--- config.mk ---
export PLATFORM = sky130hd
export DESIGN_NAME = prog_loader
export DESIGN_NICKNAME = d
export VERILOG_FILES = /design/src/rtl/prog_loader.sv
export SDC_FILE = /design/constraint.sdc
export NUM_CORES = 1
export LEC_CHECK = 0
export BUFFER_PORTS_ARGS = -buffer_cell sky130_fd_sc_hd__clkbuf_2
export CAP_MARGIN = 20
export CORE_ASPECT_RATIO = 2
export CORE_MARGIN = 10
export CORE_UTILIZATION = 54
export DETAILED_ROUTE_END_ITERATION = 8
export PLACE_DENSITY_LB_ADDON = 0.08
export SLEW_MARGIN = 20
export SYNTH_ARGS = -nofsm -noshare
export SYNTH_HDL_FRONTEND = slang
export SYNTH_SLANG_ARGS = --single-unit
--- constraint.sdc ---
create_clock -name clk_in -period 2.8 [get_ports clk_in]
set_input_delay 0.28 -clock clk_in [delete_from_list [all_inputs] [get_ports clk_in]]
set_output_delay 0.28 -clock clk_in [all_outputs]
set_load 0.02 [all_outputs]
--- src/rtl/prog_loader.sv ---
// Program loader: receives a framed byte stream, writes 16-bit words into
// program RAM and holds the CPU in reset until a frame loads with a good
// checksum. An inter-byte timer aborts frames that stall.
//
// state     | meaning
// ----------+--------------------------------------------------------
// S_IDLE    | waiting for HDR, nothing loaded yet since reset
// S_ADDR_LO | expecting start address low byte
// S_ADDR_HI | expecting start address high byte (bit 7 dropped)
// S_CNT_LO  | expecting word count low byte
// S_CNT_HI  | expecting word count high byte
// S_DATA_LO | expecting low byte of next word
// S_DATA_HI | expecting high byte of next word, write issued after it
// S_CHECK   | expecting checksum byte
// S_DONE    | last frame good, CPU released, waiting for HDR
// S_ERR     | last frame bad or timed out, CPU held, waiting for HDR
module prog_loader #(
  parameter int         TIMEOUT = 1_000_000,
  parameter logic [7:0] HDR     = 8'hA5
) (
  input  logic        clk_in,
  input  logic        reset,
  input  logic        rx_valid,
  input  logic [7:0]  rx_data,
  output logic [14:0] pram_addr,
  output logic [15:0] pram_data,
  output logic        pram_wren,
  output logic        cpu_hold,
  output logic        done,
  output logic        error
);

  localparam int             TW    = $clog2(TIMEOUT + 1);
  localparam logic [TW-1:0]  TLAST = TW'(TIMEOUT - 1);

  typedef enum logic [3:0] {
    S_IDLE, S_ADDR_LO, S_ADDR_HI, S_CNT_LO, S_CNT_HI,
    S_DATA_LO, S_DATA_HI, S_CHECK, S_DONE, S_ERR
  } state_t;

  state_t         r_state;
  state_t         w_next;
  logic           w_active;
  logic           w_hdr;
  logic [TW-1:0]  r_timer;
  logic [14:0]    r_addr;
  logic [15:0]    r_cnt;
  logic [7:0]     r_lo;
  logic [7:0]     r_sum;
  logic [14:0]    r_paddr;
  logic [15:0]    r_pdata;
  logic           r_wren;

  assign pram_addr = r_paddr;
  assign pram_data = r_pdata;
  assign pram_wren = r_wren;

  // State register.
  always_ff @(posedge clk_in or posedge reset) begin
    if (reset) r_state <= S_IDLE;
    else       r_state <= w_next;
  end

  // Next-state decode and status outputs; a timer expiry overrides everything.
  always_comb begin
    w_next   = r_state;
    w_hdr    = rx_valid && (rx_data == HDR);
    w_active = 1'b0;
    case (r_state)
      S_IDLE, S_DONE, S_ERR: if (w_hdr) w_next = S_ADDR_LO;
      S_ADDR_LO: begin
        w_active = 1'b1;
        if (rx_valid) w_next = S_ADDR_HI;
      end
      S_ADDR_HI: begin
        w_active = 1'b1;
        if (rx_valid) w_next = S_CNT_LO;
      end
      S_CNT_LO: begin
        w_active = 1'b1;
        if (rx_valid) w_next = S_CNT_HI;
      end
      S_CNT_HI: begin
        w_active = 1'b1;
        if (rx_valid) w_next = ({rx_data, r_cnt[7:0]} == 16'd0) ? S_CHECK : S_DATA_LO;
      end
      S_DATA_LO: begin
        w_active = 1'b1;
        if (rx_valid) w_next = S_DATA_HI;
      end
      S_DATA_HI: begin
        w_active = 1'b1;
        if (rx_valid) w_next = (r_cnt == 16'd1) ? S_CHECK : S_DATA_LO;
      end
      S_CHECK: begin
        w_active = 1'b1;
        if (rx_valid) w_next = (rx_data == r_sum) ? S_DONE : S_ERR;
      end
      default: w_next = S_IDLE;
    endcase
    if (w_active && !rx_valid && (r_timer == TLAST)) w_next = S_ERR;
    done     = (r_state == S_DONE);
    error    = (r_state == S_ERR);
    cpu_hold = (r_state != S_DONE);
  end

  // Frame datapath: header fields, checksum, inter-byte timer and RAM write port.
  always_ff @(posedge clk_in or posedge reset) begin
    if (reset) begin
      r_timer <= '0;
      r_addr  <= '0;
      r_cnt   <= '0;
      r_lo    <= '0;
      r_sum   <= '0;
      r_paddr <= '0;
      r_pdata <= '0;
      r_wren  <= 1'b0;
    end else begin
      r_wren <= 1'b0;
      if (w_active && !rx_valid) r_timer <= r_timer + TW'(1);
      else                       r_timer <= '0;
      if (rx_valid) begin
        case (r_state)
          S_IDLE, S_DONE, S_ERR: if (w_hdr) r_sum <= 8'd0;
          S_ADDR_LO: r_addr[7:0]  <= rx_data;
          S_ADDR_HI: r_addr[14:8] <= rx_data[6:0];
          S_CNT_LO:  r_cnt[7:0]   <= rx_data;
          S_CNT_HI:  r_cnt[15:8]  <= rx_data;
          S_DATA_LO: r_lo         <= rx_data;
          S_DATA_HI: begin
            r_wren  <= 1'b1;
            r_pdata <= {rx_data, r_lo};
            r_paddr <= r_addr;
            r_addr  <= r_addr + 15'd1;
            r_cnt   <= r_cnt - 16'd1;
          end
          default: ;
        endcase
        // Everything between HDR and CHK feeds the checksum.
        if (r_state inside {S_ADDR_LO, S_ADDR_HI, S_CNT_LO, S_CNT_HI, S_DATA_LO, S_DATA_HI})
          r_sum <= r_sum + rx_data;
      end
    end
  end

endmodule

==> flow_summary.ini <==
[synth]
yosys_most_used_dff = dfrtp_1
syn_nets = 556
synth_edf_count = 0
syn_area_sq_mm = 0.00537
netlist.top_cell.by_area = dfrtp_1
synthTopCellsByArea = dfrtp_1 48%, mux2_2 8.0%, a21oi_1 3.8%, nor2_1 3.8%, o21ai_0 3.1%
yosysWarnings = 0
netlist_top_cells_count = 103 x dfrtp_1, 54 x nor2_1, 41 x a21oi_1, 38 x mux2_2, 33 x o21ai_0
ys_seq_area_frac = 0.480
ys_seq_elements = 103
synth.distinct_cells = 60
synth_top_area_share = 0.480
synth.avg_cell_area_sq_um = 10.1
async_reset_ff_frac = 1.00
synthCells = 532
synth.most_common_cell = dfrtp_1

[die]
initial_core_util = 0.550
dieHeight_um = 161
fp.dieW_um = 90.5
die_area_sq_mm = 0.0146
io_pins = 46
core-area_sq_mm = 0.00976
rows = 51

[sta]
maxSlewViolCount = 0
fin_crit_sh = 0.741
rsz0062_at_grt = false
skew_ns = 0.00898
setup_viol = 0
clock.fmax_ghz = 0.482
hold_viol = 0
setup-tns-final_ns = 0
min_period_ns = 2.07
tightest_slew_ns = 0.720
maxSlewHeadroom = 0.517

[grt]
overflow = 0
grt.total_usage = 0.181
grt_pass1_wl_mm = 21.6
grt_max_degree = 104
grt_pass1_vias = 4371
antenna_found_initial = 0

[placement]
io_buffers = 45
globalplace.congestion = 0.895
placedCellCount = 695
dp_hpwl_mm = 9.58

[routing]
ant_nets = 0
drt_iter0_drc = 240
num_vias = 4231
drc_errors = 0
post_drt_wl_per_cell_um = 18.4
vias_per_cell = 5.95
dr.pass1.iters = 5
routed_wl_mm = 13.1

[final_layout]
syn2layout_area_growth_pct = 12.2
fillers = 833
final_nets = 598
antenna_cells = 0
multi_input_area_sq_mm = 0.00263
layout-drive-gt1-share = 0.209
fin_cells = 711
seq_area_sq_mm = 0.00258

[clock_network]
clock_latency_ns = 0.35
htreeDepth = 3
path_clk_slew_ns = 0.07
cts_sinks = 103
cts_tree = yes
ctsHoldBuffers = 0
cts_setup_buffers = 0
cts_buffers = 9
cts.path.max_buffers = 2
cts_resized = 0
clockRootBuffer = clkbuf_16

[pwr]
p_per_area_mw_per_mm2 = 994
p_total_mw = 5.99
p_leak_nw = 2.71
peakVddDrop_mv = 0.536

[worst_setup_path]
endpoint_kind = flip-flop
critPathKind = reg -> reg
cp_slowest_cell = dfrtp_1
critPathArrivalTime_ns = 2.31
cp_max_fo = 13
startpoint_type = flip-flop
cp_slowest_stage_delay_ns = 0.57
required_ns = 3.04
cp_cell_sequence = nor2b_1, and2_1, nand2_1, inv_2, mux2_2

[min_path]
holdCritPathClass = in -> async

[status]
status = completed

[job]
max_cap_violations = 0
==> kinds of logic (layout without fill, tap and decap cells) <==
kind of cell,Yosys count,after routing,synth area share
adder cells (fa/ha/maj),13,13,0.0317
AO/OA/AOI/OAI,135,135,0.158
flip-flops,103,103,0.480
multiplexers,41,41,0.0853
AND/OR/NAND/NOR,181,181,0.183
buffers and inverters,40,87,0.0301
XOR/XNOR,19,19,0.0310
==> final cells by class <==
class,instances,area share
Clock buffer,10,0.0380
Sequential cell,103,0.428
Tap cell,132,0.0274
Clock inverter,6,0.00748
Multi-Input combinational cell,389,0.437
Timing Repair Buffer,55,0.0519
Inverter,16,0.0106
==> routing by layer <==
layer	track usage	up-vias	share of wire
met1	0.186	2106	0.37
met5	0	-	0
li1	-	2026	-
met4	0.0961	0	0.034
met2	0.336	76	0.57
met3	0.0334	23	0.026
==> through the flow <==
step	utilization	area, sq um	hold slack [ns]	setup WS, ns
2_1_floorplan	-	5370	0.431	1.01
3_3_place_gp	0.589	5750	0.468	0.744
3_5_place_dp	0.589	5750	0.482	0.714
4_1_cts	0.617	6020	0.108	0.730
5_1_grt	0.617	6020	0.119	0.540
6_report	0.617	6020	0.0518	0.725
==> cells in the final DEF, fill, tap and decap left out, types with 6 or more instances in the layout <==
cell / instances
mux2_2: 38
or3_1: 6
a21oi_1: 41
and4_1: 7
dfrtp_1: 103
nand3_1: 24
o22a_1: 16
nor2_1: 54
xor2_1: 11
o21ai_0: 33
buf_4: 9
nand2_1: 27
clkbuf_16: 9
inv_1: 14
nor3_1: 12
nand4_1: 6
clkbuf_2: 45
ha_1: 12
and3_1: 10
xnor2_1: 8
a31oi_1: 9
==> worst paths after layout <==
kind                              start            end  slack, ns  cells past startpoint
min reg2reg                pram_data[9]   pram_data[9]       0.50                      2
max                          r_state[2]  pram_data[15]       0.73                      5
max in group asynchronous         reset       r_cnt[7]       2.30                      3
max reg2reg                  r_state[2]  pram_data[15]       0.73                      5
min                               reset  pram_addr[13]       0.05                      3
min in group clk_in          rx_data[1]        r_lo[1]       0.30                      2
==> flip-flops by register name, summed over array words and instances (netlist names) <==
register / cells
r_addr: 15
r_sum: 8
pram_wren: 1
r_cnt: 16
r_lo: 8
pram_addr: 15
r_timer: 20
r_state: 4
pram_data: 16
==> critical path, delay by kind of cell (launching register included) <==
family	cells	cell delay [ns]
buffers and inverters	1	0.23
flip-flops	1	0.57
multiplexers	1	0.36
AND/OR/NAND/NOR	3	0.81
==> power by group <==
group | switching (mW) | total [mW] | internal [mW]
clock network | 0.570 | 1.18 | 0.607
registers | 0.560 | 2.60 | 2.04
logic | 1.25 | 2.21 | 0.960
No activity file was read; power rests on OpenSTA's default activity.
